**config.mk**
```make
export PLATFORM = sky130hd
export DESIGN_NAME = result_display_feeder
export DESIGN_NICKNAME = d
export VERILOG_FILES = /design/src/rtl/display_pkg.sv /design/src/rtl/btn_debounce.sv /design/src/rtl/result_display_feeder.sv
export SDC_FILE = /design/constraint.sdc
export NUM_CORES = 1
export LEC_CHECK = 0
export CAP_MARGIN = 20
export CORE_ASPECT_RATIO = 1.4
export CORE_UTILIZATION = 59
export CTS_CLUSTER_SIZE = 24
export DETAILED_ROUTE_END_ITERATION = 16
export GPL_TIMING_DRIVEN = 0
export HOLD_SLACK_MARGIN = 0.12
export PLACE_DENSITY = 0.74
export SKIP_CTS_REPAIR_TIMING = 1
export SYNTH_ARGS = -nofsm -noshare
export SYNTH_HDL_FRONTEND = slang
export SYNTH_SLANG_ARGS = --single-unit
```
**constraint.sdc**
```tcl
create_clock -name clk -period 6.9 [get_ports clk]
set_clock_uncertainty 0.15 [all_clocks]
set_input_delay 0.69 -clock clk [delete_from_list [all_inputs] [get_ports clk]]
set_output_delay 0.69 -clock clk [all_outputs]
set_load 0.03 [all_outputs]
```
**src/rtl/display_pkg.sv**
```systemverilog
// Shared display constants so the feeder and the seven-segment decoder agree on
// word width, digit count and scan rate.
package display_pkg;

  localparam int DISP_W               = 16;
  localparam int SEG_DIGITS           = 4;
  localparam int SCAN_DIV_DEFAULT     = 100000;
  localparam int DEBOUNCE_CYC_DEFAULT = 1000000;

  function automatic logic [DISP_W-1:0] pick_half(input logic [2*DISP_W-1:0] word,
                                                  input logic                upper);
    if (upper) begin
      return word[2*DISP_W-1:DISP_W];
    end else begin
      return word[DISP_W-1:0];
    end
  endfunction

endpackage

```
**src/rtl/btn_debounce.sv**
```systemverilog
// Pushbutton conditioner: 2-flop synchronizer, stability counter and a
// one-cycle pulse on each accepted press.
module btn_debounce
  import display_pkg::*;
#(
  parameter int DEBOUNCE_CYC = DEBOUNCE_CYC_DEFAULT
) (
  input  logic clk,
  input  logic reset,
  input  logic i_btn,
  output logic o_step
);

  localparam int CNT_W = (DEBOUNCE_CYC > 1) ? $clog2(DEBOUNCE_CYC) : 1;
  localparam logic [CNT_W-1:0] CNT_LAST = CNT_W'(DEBOUNCE_CYC - 1);

  logic             r_sync0;
  logic             r_sync1;
  logic [1:0]       r_sync_vld;
  logic             r_stable;
  logic             r_armed;
  logic [CNT_W-1:0] r_cnt;
  logic             r_step;
  logic             w_differ;
  logic             w_settled;

  assign w_differ  = r_sync1 ^ r_stable;
  assign w_settled = w_differ & (r_cnt == CNT_LAST);
  assign o_step    = r_step;

  // Armed only once a genuine post-reset released sample is seen, so a button
  // held through reset must be released before it can step again.
  always_ff @(posedge clk) begin
    if (reset) begin
      r_sync0    <= 1'b0;
      r_sync1    <= 1'b0;
      r_sync_vld <= 2'b00;
      r_stable   <= 1'b0;
      r_armed    <= 1'b0;
      r_cnt      <= CNT_W'(0);
      r_step     <= 1'b0;
    end else begin
      r_sync0    <= i_btn;
      r_sync1    <= r_sync0;
      r_sync_vld <= {r_sync_vld[0], 1'b1};
      if (!w_differ || w_settled) begin
        r_cnt <= CNT_W'(0);
      end else begin
        r_cnt <= r_cnt + CNT_W'(1);
      end
      if (w_settled) begin
        r_stable <= r_sync1;
      end
      r_armed <= r_armed | (r_sync_vld[1] & ~r_sync1 & ~r_stable);
      r_step  <= w_settled & r_sync1 & r_armed;
    end
  end

endmodule

```
**src/rtl/result_display_feeder.sv**
```systemverilog
// Captures write-back results into a FIFO, pops one per debounced button press
// and drives the display word, scan tick and restart pulse for the decoder.
module result_display_feeder
  import display_pkg::*;
#(
  parameter int DATA_W       = 32,
  parameter int DEPTH        = 8,
  parameter int DEBOUNCE_CYC = DEBOUNCE_CYC_DEFAULT,
  parameter int SCAN_DIV     = SCAN_DIV_DEFAULT
) (
  input  logic                     clk,
  input  logic                     reset,
  input  logic                     RegWriteW,
  input  logic [DATA_W-1:0]        ResultW,
  input  logic                     btn_next,
  input  logic                     half_sel,
  output logic [DISP_W-1:0]        disp_value,
  output logic                     disp_valid,
  output logic                     scan_tick,
  output logic                     restart,
  output logic [$clog2(DEPTH):0]   fifo_count,
  output logic                     overflow
);

  localparam int AW = $clog2(DEPTH);
  localparam int CW = AW + 1;
  localparam int PW = $clog2(SCAN_DIV);
  localparam logic [PW-1:0] PRESC_LAST = PW'(SCAN_DIV - 1);

  logic [DATA_W-1:0] r_mem [DEPTH];
  logic [AW-1:0]     r_wr_ptr;
  logic [AW-1:0]     r_rd_ptr;
  logic [CW-1:0]     r_count;
  logic [DATA_W-1:0] r_disp;
  logic              r_disp_valid;
  logic              r_overflow;
  logic              r_half_q;
  logic              r_restart;
  logic              r_scan_tick;
  logic [PW-1:0]     r_presc;
  logic              w_step;
  logic              w_full;
  logic              w_empty;
  logic              w_pop;
  logic              w_push;
  logic              w_drop;

  btn_debounce #(.DEBOUNCE_CYC(DEBOUNCE_CYC)) u_btn (
    .clk    (clk),
    .reset  (reset),
    .i_btn  (btn_next),
    .o_step (w_step)
  );

  assign w_full  = (r_count == CW'(DEPTH));
  assign w_empty = (r_count == CW'(0));
  assign w_pop   = w_step & ~w_empty;
  // A full FIFO still accepts a write when the same cycle frees the head slot.
  assign w_push  = RegWriteW & (~w_full | w_pop);
  assign w_drop  = RegWriteW & w_full & ~w_pop;

  always_ff @(posedge clk) begin
    if (!reset && w_push) begin
      r_mem[r_wr_ptr] <= ResultW;
    end
  end

  always_ff @(posedge clk) begin
    if (reset) begin
      r_wr_ptr <= AW'(0);
      r_rd_ptr <= AW'(0);
      r_count  <= CW'(0);
    end else begin
      if (w_push) begin
        r_wr_ptr <= r_wr_ptr + AW'(1);
      end
      if (w_pop) begin
        r_rd_ptr <= r_rd_ptr + AW'(1);
      end
      case ({w_push, w_pop})
        2'b10:   r_count <= r_count + CW'(1);
        2'b01:   r_count <= r_count - CW'(1);
        default: r_count <= r_count;
      endcase
    end
  end

  always_ff @(posedge clk) begin
    if (reset) begin
      r_disp       <= DATA_W'(0);
      r_disp_valid <= 1'b0;
      r_overflow   <= 1'b0;
      r_half_q     <= 1'b0;
      r_restart    <= 1'b0;
    end else begin
      if (w_pop) begin
        r_disp       <= r_mem[r_rd_ptr];
        r_disp_valid <= 1'b1;
      end
      if (w_drop) begin
        r_overflow <= 1'b1;
      end
      r_half_q  <= half_sel;
      r_restart <= w_pop | (half_sel ^ r_half_q);
    end
  end

  // Free-running scan prescaler; the tick is registered so it is glitch-free.
  always_ff @(posedge clk) begin
    if (reset) begin
      r_presc     <= PW'(0);
      r_scan_tick <= 1'b0;
    end else begin
      if (r_presc == PRESC_LAST) begin
        r_presc <= PW'(0);
      end else begin
        r_presc <= r_presc + PW'(1);
      end
      r_scan_tick <= (r_presc == PRESC_LAST);
    end
  end

  assign disp_value = pick_half(r_disp[2*DISP_W-1:0], half_sel);
  assign disp_valid = r_disp_valid;
  assign scan_tick  = r_scan_tick;
  assign restart    = r_restart;
  assign fifo_count = r_count;
  assign overflow   = r_overflow;

endmodule

```
## After elaboration in Yosys (flattened, before gate mapping)

Memory sizes are Yosys's and may differ from the RTL's. A register that Yosys moved wholly into a read port is not among the register bits.
Index checks and enable logic that the tools add are counted.

| word-level totals | value |
|---|---|
| flip-flop bits (word level) | 59 |
| latch bits | 0 |
| memory bits (writable) | 256 |
| memory bits (read-only) | 0 |
| word-level logic and storage cells | 61 |
| memories kept | 1 |

| operators by class | value |
|---|---|
| add/sub/neg operators | 6 |
| multiply operators | 0 |
| divide/modulo/power cells | 0 |
| order comparisons | 0 |
| equal/unequal tests | 5 |
| shifts and indexed selects | 0 |
| muxes and demuxes | 5 |
| bitwise logic cells | 19 |
| reductions and logical operators | 8 |

Memory list:

| memory | words | bits a word | rd ports | clocked after Yosys merged registers in | write ports | RTL line | source |
|---|---|---|---|---|---|---|---|
| r_mem | 8 | 32 | 1 | 1 | 1 | result_display_feeder.sv:30 | `logic [DATA_W-1:0] r_mem [DEPTH];` |

Operators with widths:

| operator | number |
|---|---|
| $add 20x1->20 const B | 1 |
| $eq 20x20->1 const B | 1 |
| $add 17x1->17 const B | 1 |
| $eq 17x17->1 const B | 1 |
| $mux 16 | 1 |
| $and 1x1->1 | 9 |
| $pmux 4 s2 | 1 |
| $add 3x1->3 const B | 2 |
| $not 1->1 | 5 |
| $add 4x1->4 const B | 1 |
| $eq 4x4->1 const B | 1 |
| $logic_not 4->1 | 1 |
| $reduce_or 2->1 | 2 |
| $sub 4x1->4 const B | 1 |
| $mux 1 | 3 |
| $or 1x1->1 | 3 |
| $eq 2x1->1 const B | 1 |
| $eq 2x2->1 const B | 1 |
| $logic_not 1->1 | 2 |
| $reduce_bool 2->1 | 1 |
| $xor 1x1->1 | 2 |
| $logic_and 1x1->1 | 1 |
| $logic_or 1x1->1 | 1 |

## Logic depth before layout (Yosys ltp)

Gate-level depths: netlist of the first run.

| depth | value |
|---|---|
| depth after elaboration | 8 |
| depth in mapped cells | 10 |
| depth with buffers taken out | 8 |

## By module

Synthesis of the first run repeated with hierarchy kept, for this count alone.

| second synthesis, totals | value |
|---|---|
| cell total of the unflattened synthesis | 811 |
| area, all modules | 13639.3 µm² |

By module, submodules not included:

| module | instances | cells an instance | area an instance (µm²) | sequential area each (µm²) |
|---|---|---|---|---|
| result_display_feeder | 1 | 687 | 12515.8 | 8968.6 |
| btn_debounce | 1 | 124 | 1123.6 | 540.5 |

## Least setup slack after synthesis of the first run

Ideal clock, no wire load.

| timing | value |
|---|---|
| path type | register to register |
| start point | reg r_count[1], in the netlist fifo_count[1] |
| end point | mem r_mem[4][0], enable pin |
| library setup time | 0.513 ns |
| data arrival time | 4.841 ns |
| required time | 6.237 ns |
| path slack | 1.396 ns |
| stages on the path, launching flop included | 7 |
| period minus slack after synthesis | 5.504 ns |
| cells stage by stage | dfxtp_1 -> buf_2 -> or3_1 -> clkbuf_1 -> o21ai_1 -> or2_2 -> nor4b_1 |

| on the way | value |
|---|---|
| longest elaborated chain between the ends | 8 |
| elaborated cells on any way between the ends | 10 |
| classes of those cells | eq/ne (1); mux (2); bitwise (5); reduce/logical (2) |

Ends and longest elaborated chain:

| item | RTL line | source |
|---|---|---|
| from (decl) | result_display_feeder.sv:33 | `logic [CW-1:0] r_count;` |
| from (signal assigned) | result_display_feeder.sv:81 | `2'b10: r_count <= r_count + CW'(1);` |
| from (signal assigned) | result_display_feeder.sv:82 | `2'b01: r_count <= r_count - CW'(1);` |
| from (signal assigned) | result_display_feeder.sv:83 | `default: r_count <= r_count;` |
| $logic_not 4->1 | result_display_feeder.sv:56 | `assign w_empty = (r_count == CW'(0));` |
| $not 1->1 | result_display_feeder.sv:57 | `assign w_pop = w_step & ~w_empty;` |
| $and 1x1->1 | result_display_feeder.sv:57 |  |
| $or 1x1->1 * | result_display_feeder.sv:59 | `assign w_push = RegWriteW & (~w_full \| w_pop);` |
| $and 1x1->1 * | result_display_feeder.sv:59 |  |
| $logic_and 1x1->1 * | result_display_feeder.sv:63 | `if (!reset && w_push) begin` |
| $mux 1 * | result_display_feeder.sv:63 |  |
| $mux 1 (not written as such) * | result_display_feeder.sv:64 | `r_mem[r_wr_ptr] <= ResultW;` |
| to (decl) | result_display_feeder.sv:30 |  |

Every way passes the cells marked *; elsewhere a longest branch is shown, timed or not.

## Worst setup path after layout of the first run

| timing | value |
|---|---|
| start point | in half_sel |
| end point | out disp_value[14] |

| on the way | value |
|---|---|
| longest elaborated chain between the ends | 1 |

Ends and longest elaborated chain:

| item | RTL line | source |
|---|---|---|
| from (decl) | result_display_feeder.sv:16 | `input logic half_sel,` |
| $mux 16 | display_pkg.sv:12 | `if (upper) begin` |
| to (decl) | result_display_feeder.sv:17 | `output logic [DISP_W-1:0] disp_value,` |

Every way passes these cells.

==> results of run 1 <==
[through the flow]
| step | instances | hold slack, ns |
|---|---|---|
| 4_1_cts | 1233 | 0.303 |
| 3_5_place_dp | 1172 | 0.282 |
| 6_report | 1233 | 0.297 |
| 3_3_place_gp | 1148 | 0.280 |
| 2_1_floorplan | 793 | 0.264 |
| 5_1_grt | 1233 | 0.315 |
[power groups by stage]
stage,Sequential [mW],Combinational (mW),Clock (mW)
floorplan,2.32,0.0524,0
global placement,2.32,0.110,0
detailed placement,2.32,0.124,0
CTS,2.27,0.125,1.79
global route,2.27,0.134,1.86
finish,2.27,0.124,1.76
[cells in the final DEF (no fill, tap or decap), drive strengths merged, types with 5 or more instances in the layout]
cell and instances:
clkdlybuf4s50 58, dfxtp 91, nand4 14, edfxtp 256, nor2 50, xnor2 10
nand2 16, mux2 18, nor2b 6, clkinv 7, xor2 24, or3 6
nor4 6, buf 45, o21ai 39, nand3 14, a21oi 46, and4 7
mux4 64, inv 5, mux2i 34, clkbuf 74, ha 5
[layout make-up]
class	instances	area, sq um	share of cell area (%)
well taps	297	372	2.36
flip-flops and latches	347	9510	60.5
multi-input cells	397	3730	23.7
clock buffers	51	976	6.21
repair buffers	82	856	5.44
inverters	5	18.8	0.119
plain buffers	44	180	1.15
clock inverters	10	81.3	0.517
[metal layers]
layer | vias up | global-route usage [%] | routed length (microns)
met5 | - | 0 | 0
met4 | 0 | 9.98 | 994
met3 | 70 | 4.33 | 1580
met2 | 304 | 43.4 | 14500
met1 | 3772 | 32.3 | 11000
li1 | 3344 | - | -
[cell families after synthesis]
logic type               count (synthesis)  share of synthesized area [%]
buffers and inverters                   49                           1.49
AND/OR/NAND/NOR                        143                           5.82
flip-flops                             347                           71.1
AO/OA/AOI/OAI                           99                           4.11
XOR/XNOR                                34                           2.23
adder cells (fa/ha/maj)                  5                          0.467
multiplexers                           116                           14.8
[registers in the layout, summed over array words and instances (netlist names), 2 cells and up]
name	flops
r_presc	17
r_mem	256
u_btn.r_cnt	20
r_wr_ptr	3
u_btn.r_sync_vld	2
r_rd_ptr	3
r_disp	32
fifo_count	4
[path summary, 6_finish.rpt]
path,cells after the start,from,to,slack [ns]
min reg2reg,1,u_btn.r_sync0$_SDFF_PP0_,u_btn.r_sync1$_SDFF_PP0_,0.30
min,1,u_btn.r_sync0$_SDFF_PP0_,u_btn.r_sync1$_SDFF_PP0_,0.30
max reg2reg,8,fifo_count[0]$_SDFFE_PP0P_,r_mem[4][6]$_DFFE_PP_,3.85
max,4,half_sel,disp_value[14],3.41
==> metrics, run 1 <==
CTS Sinks 347; Worst EP required 6.06 ns; Synth Cell Area 13,400 sq um; clock tree buffer depth 3; CP Cell Sequence clkbuf_1 -> buf_1 -> mux2_2 -> clkdlybuf4s50_1; Synth Flop Type edfxtp_1; syn_nets 835; Ant. Diodes 0; I/O Buffers 58; Power Total 4.16 mW; top cells by count, synth edfxtp_1 (256), dfxtp_1 (91), mux4_2 (64); Slew @ Worst Pin 0.927 ns; Worst setup SP type input port; final core occ 71.4%; number of flops mapped to enable cells by yosys 256; Final ANT Viol Nets 0; syn_area_per_cell 16.9 sq um; Max-Cap Viols 0; Slew HR 38.2%; vias per cell 6.07; largest cells by area after synthesis edfxtp_1 (57%), dfxtp_1 (14%), mux4_2 (11%); max-slew violation count 0; initial antenna violation count 0; Final HPWL DP 18,500 microns; largest net degree at the start of global routing 18; # IOs 61; P_int 3.33 mW; setup_tns 0 ns; CP Capture Type output port; Post-synth ARST share 0%; Critical Path AT 2.65 ns; core footprint 22,000 sq um; #FFs+latches synth 347; Synth Instances 793; Flop pwr share 54.6%; Final Critical Period 3.49 ns; routability cong. 0.811; Yosys top cell by area edfxtp_1; width of the die 129 microns; CP top delay family buffers and inverters; DRT Pass-1 Iters 5; CTS tree done; Crit path largest cell delay 0.61 ns; WL per Instance 22.8 microns; Die Height 180 microns; Pleak 5.01 nW; GRT Total Usage 25.4%; Final period util 50.6%; clock latency on the worst-skew pair 0.51 ns; final WL 28,100 microns; dpl cell area 14,700 sq um; post-placement setup slack 3.26 ns; die area 23,300 sq um; Netlist cell types 50; DRC errors left 0; CTS H-Tree Depth 2; cts bufs inserted 34; post-layout net count 953; largest fanout on the critical path 10; post-synthesis sequential area ratio 71.1%; number of global-route vias before repair 7,918; post-layout instance area 15,700 sq um; first-pass GRT wire length 43,800 microns; Hold WC Path Type flip-flop to flip-flop; row count 64; RSZ-0062 raised after global routing false; clock root buffer clkbuf_16; Clk network pwr share 42.4%; post-synth top area share 57.4%; crit path kind input port to output port; Yosys Warn Count 0; Pwr Density 264 nW/um^2; Max VDD drop 0.223 mV; Worst Path Buf+Inv 3; initial DRC count 475; top-count cell post-synth edfxtp_1; Filler cells 1,393; Comb power frac 3.0%; status completed; final number of setup-violating endpoints 0; gr ovfl total 0; vias 7,490; Sw Ratio 19.9%; CP max stage cell clkdlybuf4s50_1; share of layout cells above drive strength 1 19.4%; Fmax achieved 286 MHz; Final Hold Vio Count 0; setup ws final 3.41 ns; Initial Util 60.8%; clk slew on worst S/H paths 0.06 ns; sw power 826 uW; P&R area growth vs syn 17.5%
Note: power is estimated with default switching activity, not from simulation.
==> run 2: changes to the inputs <==
- CORE_UTILIZATION: 59 -> 54
- PLACE_DENSITY: 0.74 -> 0.71
- clock period: 6.9 -> 3.2 ns (I/O delays scaled with it)
==> metrics, run 2 (synthesized netlist as in run 1, its figures left out) <==
initial antenna violation count 0; vias 7,520; DRT Pass-1 Iters 5; Slew HR 36.8%; commonest non-fill, non-tap cell in the layout edfxtp_1; crit path kind flip-flop to flip-flop; sw power 1.72 mW; post-layout net count 943; hold slack final 0.188 ns; # IOs 61; core footprint 24,100 sq um; Final period util 94.9%; first-pass GRT wire length 43,900 microns; Power Total 8.70 mW; CTS tree done; total area of multi-input combinational cells 3760 sq um; Critical Path AT 3.15 ns; number of global-route vias before repair 7,742; Worst EP required 3.31 ns; register with the highest flop count r_mem; DRC errors left 0; final WL 27,900 microns; routability cong. 0.806; Die Height 188 microns; Flop pwr share 56.3%; Max VDD drop 0.545 mV; row count 67; clock latency on the worst-skew pair 0.55 ns; CTS Sinks 347; initial DRC count 580; P_int 6.97 mW; Clk network pwr share 40.5%; Fmax achieved 329 MHz; Pleak 4.95 nW; Sw Ratio 19.8%; Final Hold Vio Count 0; P&R area growth vs syn 17.2%; Pwr Density 554 nW/um^2; Sequential Area 9510 sq um; Slew @ Worst Pin 0.949 ns; cts bufs inserted 31; gr ovfl total 0; GRT Total Usage 22.9%; clock root buffer clkbuf_16; RSZ-0062 raised after global routing false; Ant. Diodes 0; max-slew violation count 0; I/O Buffers 58; width of the die 135 microns; Top Registers r_mem x256, r_disp x32, u_btn.r_cnt x20; final number of setup-violating endpoints 0; largest fanout on the critical path 10; Largest register FFs 256; Filler cells 1,655; clk slew on worst S/H paths 0.07 ns; Hold WC Path Type input port to flip-flop; largest net degree at the start of global routing 18; CTS H-Tree Depth 1; Comb power frac 3.2%; WL per Instance 22.6 microns; die area 25,400 sq um; Final ANT Viol Nets 0; share of layout cells above drive strength 1 18.4%; Final HPWL DP 18,500 microns; Initial Util 55.4%; most frequent cells in the layout edfxtp_1 (256), dfxtp_1 (91), mux4_2 (64); Max-Cap Viols 0; Final Critical Period 3.04 ns; CP Capture Type flip-flop; status completed; clock tree buffer depth 3; Worst setup SP type flip-flop; vias per cell 6.09; final core occ 65.0%; setup_tns 0 ns
-- run 2: cell types whose count changed in the layout (fill, tap and decap cells not counted), moves of 3 or more --
cell,change
clkbuf_16,-4
buf_8,+8
clkbuf_1,-5
buf_4,-16
clkinv_1,+5
clkinv_2,+3
-- run 2: per-stage QoR --
stage	cell area [sq um]	worst slack, ns	cells
after floorplan	13400	-0.247	793
after global placement	14400	-1.63	1161
after detailed placement	14700	-0.183	1177
after CTS	15700	0.154	1234
after global routing	15700	0.0119	1235
final	15700	0.162	1235
-- run 2: final timing paths --
kind	slack, ns	to	cells past startpoint	start
worst max-delay path	0.16	r_mem[4][1]$_DFFE_PP_	8	fifo_count[1]$_SDFFE_PP0P_
worst min-delay path	0.19	u_btn.r_sync0$_SDFF_PP0_	2	btn_next
worst max register to register	0.16	r_mem[4][1]$_DFFE_PP_	8	fifo_count[1]$_SDFFE_PP0P_
worst min register to register	0.30	u_btn.r_sync1$_SDFF_PP0_	1	u_btn.r_sync0$_SDFF_PP0_
-- run 2: critical path: stages, from the launching register on --
cell and delay (ns):
dfxtp_1 0.33, buf_2 0.21, or3_1 0.13, clkbuf_1 0.20, o21ai_1 0.16, or2_2 0.41, nor4b_4 0.75, buf_8 0.24
buf_8 0.16
-- run 2: routing by layer --
layer	part of all wire, %	global-route usage (%)	wire [microns]	vias to the layer above
li1	-	-	-	3325
met1	40	30.2	11200	3909
met2	53	40.3	14700	244
met3	5.2	2.64	1470	42
met4	1.7	5.83	482	0
met5	0	0	0	-
-- run 2: area by class of cell --
class                   instances  share of cell area (%)
multi-input cells             397                    24.0
inverters                       5                   0.120
clock inverters                17                   0.830
repair buffers                 75                    5.52
plain buffers                  44                    1.15
clock buffers                  40                    5.29
flip-flops and latches        347                    60.6
well taps                     310                    2.47
-- run 2: power groups by stage --
stage	Clock, mW	Sequential [mW]	Combinational [mW]
detailed placement	0	5.00	0.273
floorplan	0	5.00	0.118
CTS	3.57	4.90	0.275
finish	3.52	4.90	0.275
global placement	0	4.99	0.243
global route	3.76	4.90	0.298
==> run 3: changes to the inputs <==
- MAX_ROUTING_LAYER: not set -> met4
- PLACE_DENSITY: 0.71 -> not set
- PLACE_DENSITY_LB_ADDON: not set -> 0.08
==> metrics, run 3 (synthesized netlist as in run 1, its figures left out) <==
status completed; max-slew violation count 0; row count 67; WL per Instance 22.9 microns; vias 7,368; placed cell count 1,177; Comb power frac 3.0%; CTS H-Tree Depth 2; clock tree buffer depth 3; Hold WC Path Type input port to flip-flop; Die Height 188 microns; Clk network pwr share 43.2%; hold depth 2; number of global-route vias before repair 7,645; Final ANT Viol Nets 0; vias per cell 5.94; Slew HR 36.0%; Final Critical Period 3.02 ns; commonest non-fill, non-tap cell in the layout edfxtp_1; P_int 7.31 mW; setup ws final 0.182 ns; P&R area growth vs syn 18.4%; routability cong. 0.807; clock root buffer clkbuf_16; clock latency on the worst-skew pair 0.51 ns; post-placement setup slack -0.215 ns; Final period util 94.3%; final core occ 65.6%; Filler cells 1,636; Max VDD drop 0.446 mV; Worst EP required 3.26 ns; FF-to-FF Start fifo_count[0]$_SDFFE_PP0P_; gr ovfl total 0; DRC errors left 0; Flop pwr share 53.8%; first-pass GRT wire length 44,300 microns; cts bufs inserted 34; Pleak 5.02 nW; post-layout net count 946; Fmax achieved 331 MHz; most frequent cells in the layout edfxtp_1 (256), dfxtp_1 (91), mux4_2 (64); register with the highest flop count r_mem; Final HPWL DP 18,500 microns; Ant. Diodes 0; Sw Ratio 19.7%; Critical Path AT 3.08 ns; core footprint 24,100 sq um; Slew @ Worst Pin 0.960 ns; largest fanout on the critical path 9; Max-Cap Viols 0; Top Registers r_mem x256, r_disp x32, u_btn.r_cnt x20; final WL 28,400 microns; CP Capture Type flip-flop; hold wc startpoint btn_next; initial DRC count 517; Pwr Density 575 nW/um^2; initial antenna violation count 0; dpl cell area 14,700 sq um; CTS tree done; Power Total 9.11 mW; Reg2Reg Depth 8; RSZ-0062 raised after global routing false; Worst setup SP type flip-flop; largest net degree at the start of global routing 18; sw power 1.80 mW; clk slew on worst S/H paths 0.06 ns; post-route insts no fill 1,240; Final Hold Vio Count 0; Initial Util 55.4%; CTS Sinks 347; post-layout instance area 15,800 sq um; # IOs 61; GRT Total Usage 24.3%; crit path kind flip-flop to flip-flop; die area 25,400 sq um; DRT Pass-1 Iters 5; I/O Buffers 58; share of layout cells above drive strength 1 18.5%; Largest register FFs 256; final number of setup-violating endpoints 0; crit path launch fifo_count[0]$_SDFFE_PP0P_; width of the die 135 microns
## run 3: cell count changes in the layout (fill, tap and decap cells not counted)
cell and change:
buf_6 -4, buf_8 +4, clkbuf_1 +8, clkbuf_16 +4, clkbuf_8 +3, clkinv_1 -5, clkinv_2 -5, clkinv_8 +2
clkinvlp_2 -1, clkinvlp_4 -1
## run 3: area by class of cell
type,count,area (sq um),area share [%]
timing repair buffer,75,881,5.56
multi-input combinational,397,3760,23.8
clock buffer,55,1000,6.32
buffer,44,180,1.14
inverter,5,18.8,0.118
sequential,347,9510,60.0
clock inverter,7,106,0.671
tap,310,388,2.45
## run 3: per-stage QoR
step,TNS (ns),hold slack (ns)
floorplan,-20.54,0.264
global placement,-338.97,0.283
detailed placement,-3.87,0.299
CTS,0,0.0152
global route,0,0.226
finish,0,0.228
## run 3: power groups by stage
stage | logic, mW | registers (mW) | clock network, mW
2_1_floorplan | 0.118 | 5.00 | 0
3_3_place_gp | 0.245 | 4.99 | 0
3_5_place_dp | 0.276 | 5.00 | 0
4_1_cts | 0.278 | 4.90 | 4.00
5_1_grt | 0.299 | 4.90 | 4.18
6_report | 0.277 | 4.90 | 3.93
## run 3: worst paths after layout
kind | to | slack (ns)
hold / removal | u_btn.r_sync0$_SDFF_PP0_ | 0.23
setup / recovery | r_mem[0][11]$_DFFE_PP_ | 0.18
setup reg to reg | r_mem[0][11]$_DFFE_PP_ | 0.18
hold reg to reg | u_btn.r_sync1$_SDFF_PP0_ | 0.30
## run 3: worst max-delay path, cell delays in order (launching register included)
cell and delay [ns]:
dfxtp_1 0.36, buf_2 0.19, or3_1 0.12, clkbuf_1 0.21
o21ai_1 0.17, or2_2 0.42, nor4_4 0.69, buf_8 0.25
buf_8 0.17
## run 3: layer usage
metal | track usage [%] | vias up | wire length, microns
li1 | - | 3341 | -
met5 | - | - | 0
met2 | 39.9 | 194 | 14500
met4 | 7.87 | 0 | 795
met1 | 31.0 | 3779 | 11800
met3 | 3.79 | 54 | 1250
